**config.mk**
```make
export PLATFORM = sky130hd
export DESIGN_NAME = max_pool2d_2x2_stream
export DESIGN_NICKNAME = d
export VERILOG_FILES = /design/src/rtl/pool_pkg.sv /design/src/rtl/stream_pos_counter.sv /design/src/rtl/max_pool2d_2x2_stream.sv
export SDC_FILE = /design/constraint.sdc
export NUM_CORES = 1
export LEC_CHECK = 0
export BUFFER_PORTS_ARGS = -buffer_cell sky130_fd_sc_hd__buf_2
export CORE_MARGIN = 2
export CORE_UTILIZATION = 45
export CTS_CLUSTER_SIZE = 28
export DETAILED_ROUTE_END_ITERATION = 12
export SYNTH_ARGS = -nofsm -noshare
export SYNTH_HDL_FRONTEND = slang
export SYNTH_SLANG_ARGS = --single-unit
```
**constraint.sdc**
```tcl
create_clock -name ap_clk -period 4.6 [get_ports ap_clk]
set_input_delay 0.92 -clock ap_clk [delete_from_list [all_inputs] [get_ports ap_clk]]
set_output_delay 0.92 -clock ap_clk [all_outputs]
set_load 0.01 [all_outputs]
```
**src/rtl/pool_pkg.sv**
```systemverilog
// Shared constants, element type and signed max helper for the 2x2 max-pool stage.
package pool_pkg;
  localparam int DATA_W = 8;
  localparam int IN_W   = 12;
  localparam int IN_H   = 12;
  localparam int OUT_W  = IN_W / 2;
  localparam int OUT_H  = IN_H / 2;

  typedef logic signed [DATA_W-1:0] data_t;

  // Both operands are signed, so the compare is two's complement.
  function automatic data_t smax(input data_t a, input data_t b);
    return (a > b) ? a : b;
  endfunction
endpackage

```
**src/rtl/stream_pos_counter.sv**
```systemverilog
// Row/column position tracker for a row-major stream; advances only when en is high.
module stream_pos_counter #(
  parameter int W = 12,
  parameter int H = 12,
  localparam int CW = $clog2(W),
  localparam int RW = $clog2(H)
) (
  input  logic          clk,
  input  logic          rst,
  input  logic          en,
  output logic [CW-1:0] col,
  output logic [RW-1:0] row,
  output logic          col_last,
  output logic          row_last
);
  logic [CW-1:0] col_reg;
  logic [RW-1:0] row_reg;

  assign col      = col_reg;
  assign row      = row_reg;
  assign col_last = (col_reg == CW'(W - 1));
  assign row_last = (row_reg == RW'(H - 1));

  always_ff @(posedge clk) begin
    if (rst) begin
      col_reg <= '0;
      row_reg <= '0;
    end else if (en) begin
      if (col_last) begin
        col_reg <= '0;
        row_reg <= row_last ? '0 : row_reg + RW'(1);
      end else begin
        col_reg <= col_reg + CW'(1);
      end
    end
  end
endmodule

```
**src/rtl/max_pool2d_2x2_stream.sv**
```systemverilog
// Streaming 2x2 stride-2 max pool: one half-width line of partial maxima plus a single in-row hold.
import pool_pkg::*;

module max_pool2d_2x2_stream #(
  parameter int IN_W = pool_pkg::IN_W,
  parameter int IN_H = pool_pkg::IN_H
) (
  input  logic              ap_clk,
  input  logic              ap_rst,
  input  logic [DATA_W-1:0] layer4_out_V_data_V_dout,
  input  logic              layer4_out_V_data_V_empty_n,
  output logic              layer4_out_V_data_V_read,
  output logic [DATA_W-1:0] layer5_out_V_data_V_din,
  input  logic              layer5_out_V_data_V_full_n,
  output logic              layer5_out_V_data_V_write,
  input  logic              ap_start,
  output logic              ap_ready,
  output logic              ap_done,
  output logic              ap_idle
);
  localparam int CW   = $clog2(IN_W);
  localparam int RW   = $clog2(IN_H);
  localparam int HALF = IN_W / 2;

  logic [CW-1:0] col;
  logic [RW-1:0] row;
  logic          col_last;
  logic          row_last;
  logic [CW-2:0] lb_idx;
  logic          emit;
  logic          rd;
  logic          start_unused;

  data_t x;
  data_t hold_reg;
  data_t din_reg;
  logic  write_reg;
  logic  ready_reg;
  data_t line_buf [HALF];

  assign start_unused = ap_start;
  assign x      = layer4_out_V_data_V_dout;
  assign lb_idx = col[CW-1:1];
  assign emit   = row[0] & col[0];
  // Only the window-completing element needs downstream room.
  assign rd     = layer4_out_V_data_V_empty_n & (~emit | layer5_out_V_data_V_full_n);

  stream_pos_counter #(.W(IN_W), .H(IN_H)) u_pos (
    .clk      (ap_clk),
    .rst      (ap_rst),
    .en       (rd),
    .col      (col),
    .row      (row),
    .col_last (col_last),
    .row_last (row_last)
  );

  always_ff @(posedge ap_clk) begin
    if (ap_rst) begin
      hold_reg  <= '0;
      din_reg   <= '0;
      write_reg <= 1'b0;
      ready_reg <= 1'b0;
    end else begin
      write_reg <= 1'b0;
      ready_reg <= 1'b0;
      if (rd) begin
        case ({row[0], col[0]})
          2'b00: hold_reg <= x;
          2'b10: hold_reg <= smax(line_buf[lb_idx], x);
          2'b11: begin
            din_reg   <= smax(hold_reg, x);
            write_reg <= 1'b1;
            ready_reg <= row_last & col_last;
          end
          default: ;
        endcase
      end
    end
  end

  // Top-row pair maxima wait here for the bottom row of the window.
  always_ff @(posedge ap_clk) begin
    if (rd && !row[0] && col[0]) begin
      line_buf[lb_idx] <= smax(hold_reg, x);
    end
  end

  assign layer4_out_V_data_V_read  = rd;
  assign layer5_out_V_data_V_din   = din_reg;
  assign layer5_out_V_data_V_write = write_reg;
  assign ap_ready = ready_reg;
  assign ap_done  = ready_reg;
  assign ap_idle  = (row == '0) && (col == '0) && !write_reg;
endmodule

```
==> run metrics <==
Final Util=0.5105; fin crit share=0.7680; DR WL/cell=16.61 um; register bit total from synthesis=77; most frequent cells in the layout=48 x edfxtp_1, 29 x dfxtp_1, 24 x buf_2; Cell Area, Synth=3722 um2; initial core utilization=0.4576; FFs w/ async S/R, synth=0; clk buf depth=2; Critical Path End Type=flop; root buf cell=clkbuf_8; gr usage total=0.1761; Design Area, Final=4153 um2; clock sink count=77; crit path DAT=3.73 ns; clock-pin slew on the worst setup and hold paths=0.09 ns; grt ovf=0; flip-flop count of the largest register after layout=48; Max VDD drop=0.1745 mV; Post-synth EDFFs=48; drt pass-1 iters=4; MaxCap Viol Count=0; first-pass GRT wire length=11680 um; Die Area=9016 um2; cells after synthesis=306; Final Max Tran Viols=0; top_reg_cell synth=edfxtp_1; sequential-to-total area share from yosys stat=0.5432; WL final=7342 um; CP Max Fanout=15; H-tree Lvls=3; area grow syn2layout=11.56%; leakage dissipation=1.561 nW; worst skew pair latency=0.35 ns; gp weighted congestion=0.8402; synthesized area per cell=12.16 um2; share of cells above drive strength 1=0.2107; Hold Buf Count CTS=0; initial DRC count=102; Slew @ Worst Pin=0.9501 ns; post-CTS sizing=0; clk_skew=0.01763 ns; largest net degree at the start of global routing=26; I/O Buffers=24; Post-CTS Setup Bufs=0; final count of negative-setup-slack endpoints=0; CTS tree=built; vias in the first global route=2306; via count=2411; Num CTS Buffers=9; placed inst area=3924 um2; Rel. slew slack=0.3643; IO Count=26; drt via density=5.455; Tmin final=3.533 ns; f_max=283.1 MHz; # nets final=365; Setup crit start kind=flop; Final Hold Vio Count=0; core area=8134 um2; Ys Warns=0; hold crit path type=flop to flop; chip height=94.95 um; Rows=33; most common cell after layout, fill and taps aside=edfxtp_1; post-route ant nets=0; drc violations=0; post-DP HPWL=5295 um; Yosys cell types=50; pwr dens=367.1 nW/um2; unrepaired setup endpoints after global routing=no; WHS=0.4971 ns; Syn Nets=339; diodes inserted=0; Critical Path RT=4.80 ns; initial antenna violation count=0; TNS Setup=0 ns; Die W=94.95 um; WS Path Type=flop to flop; status=finished, final reports clean
==> path summary, 6_finish.rpt <==
check | startpoint | endpoint | slack, ns | cells past startpoint
worst max register to register | flop | hold_reg[7]$_SDFFE_PP0P_ | 1.07 | 8
worst max-delay path | flop | hold_reg[7]$_SDFFE_PP0P_ | 1.07 | 8
worst min-delay path | layer5_out_V_data_V_din[4]$_SDFFE_PP0P_ | layer5_out_V_data_V_din[4]$_SDFFE_PP0P_ | 0.50 | 2
worst min register to register | layer5_out_V_data_V_din[4]$_SDFFE_PP0P_ | layer5_out_V_data_V_din[4]$_SDFFE_PP0P_ | 0.50 | 2
==> per-stage QoR <==
step | cells | setup slack, ns | total power [mW]
global route | 442 | 0.8574 | 1.593
global placement | 426 | 1.116 | 0.9469
detailed placement | 426 | 1.086 | 0.9517
CTS | 442 | 1.044 | 1.538
floorplan | 306 | 1.784 | 0.9021
finish | 442 | 1.067 | 1.525
==> logic make-up (layout without fill, tap and decap cells) <==
kind of cell             after synthesis  in the layout  share of synthesized area
adder cells (fa/ha/maj)               20             20                    0.06723
AO/OA/AOI/OAI                         65             65                     0.1254
flip-flops                            77             77                     0.5432
multiplexers                          27             27                     0.1089
AND/OR/NAND/NOR                       87             87                     0.1177
buffers and inverters                 30             61                    0.03765
==> layout make-up <==
cell class	instances	area (um2)
Tap cell	105	131.4
Fill cell	707	3981
Inverter	18	67.56
Sequential cell	77	2022
Clock inverter	7	105.1
Multi-Input combinational cell	199	1560
Timing Repair Buffer	27	142.6
Clock buffer	9	123.9
==> routing by layer <==
layer	wire length [um]	global-route usage	vias to the layer above
met5	0	0	-
met4	98	0.06401	0
met3	247	0.04389	12
met2	3451	0.2748	40
met1	3545	0.2384	1148
li1	-	-	1211
==> report_power, final <==
part	internal (mW)	switching, mW
Combinational	0.0597	0.102
Sequential	0.762	0.0126
Clock	0.314	0.274
Total	1.14	0.389
==> worst max-delay path, cell delays in order (launching register included) <==
cell,delay (ns)
dfxtp_1,0.89
mux2_2,0.41
mux4_2,0.48
ha_1,0.34
nand4_1,0.12
nor2_1,0.09
a311oi_1,0.73
nor2b_1,0.22
a211oi_1,0.08
==> synth_stat cells, types with 7 or more instances <==
master    count  share of area
nor2b_1       9          0.015
mux4_2        7          0.042
ha_1         20          0.067
nand2_1      23          0.023
o21bai_1      7          0.014
nand3_1      11          0.015
a211oi_1     14          0.028
inv_1        16          0.016
mux2_4        8          0.032
dfxtp_1      29           0.16
nor2_1       21          0.021
a311oi_1     11          0.026
o21ai_1       8          0.011
edfxtp_1     48           0.39
a21oi_1       7         0.0094
No activity file was read; power rests on OpenSTA's default activity.
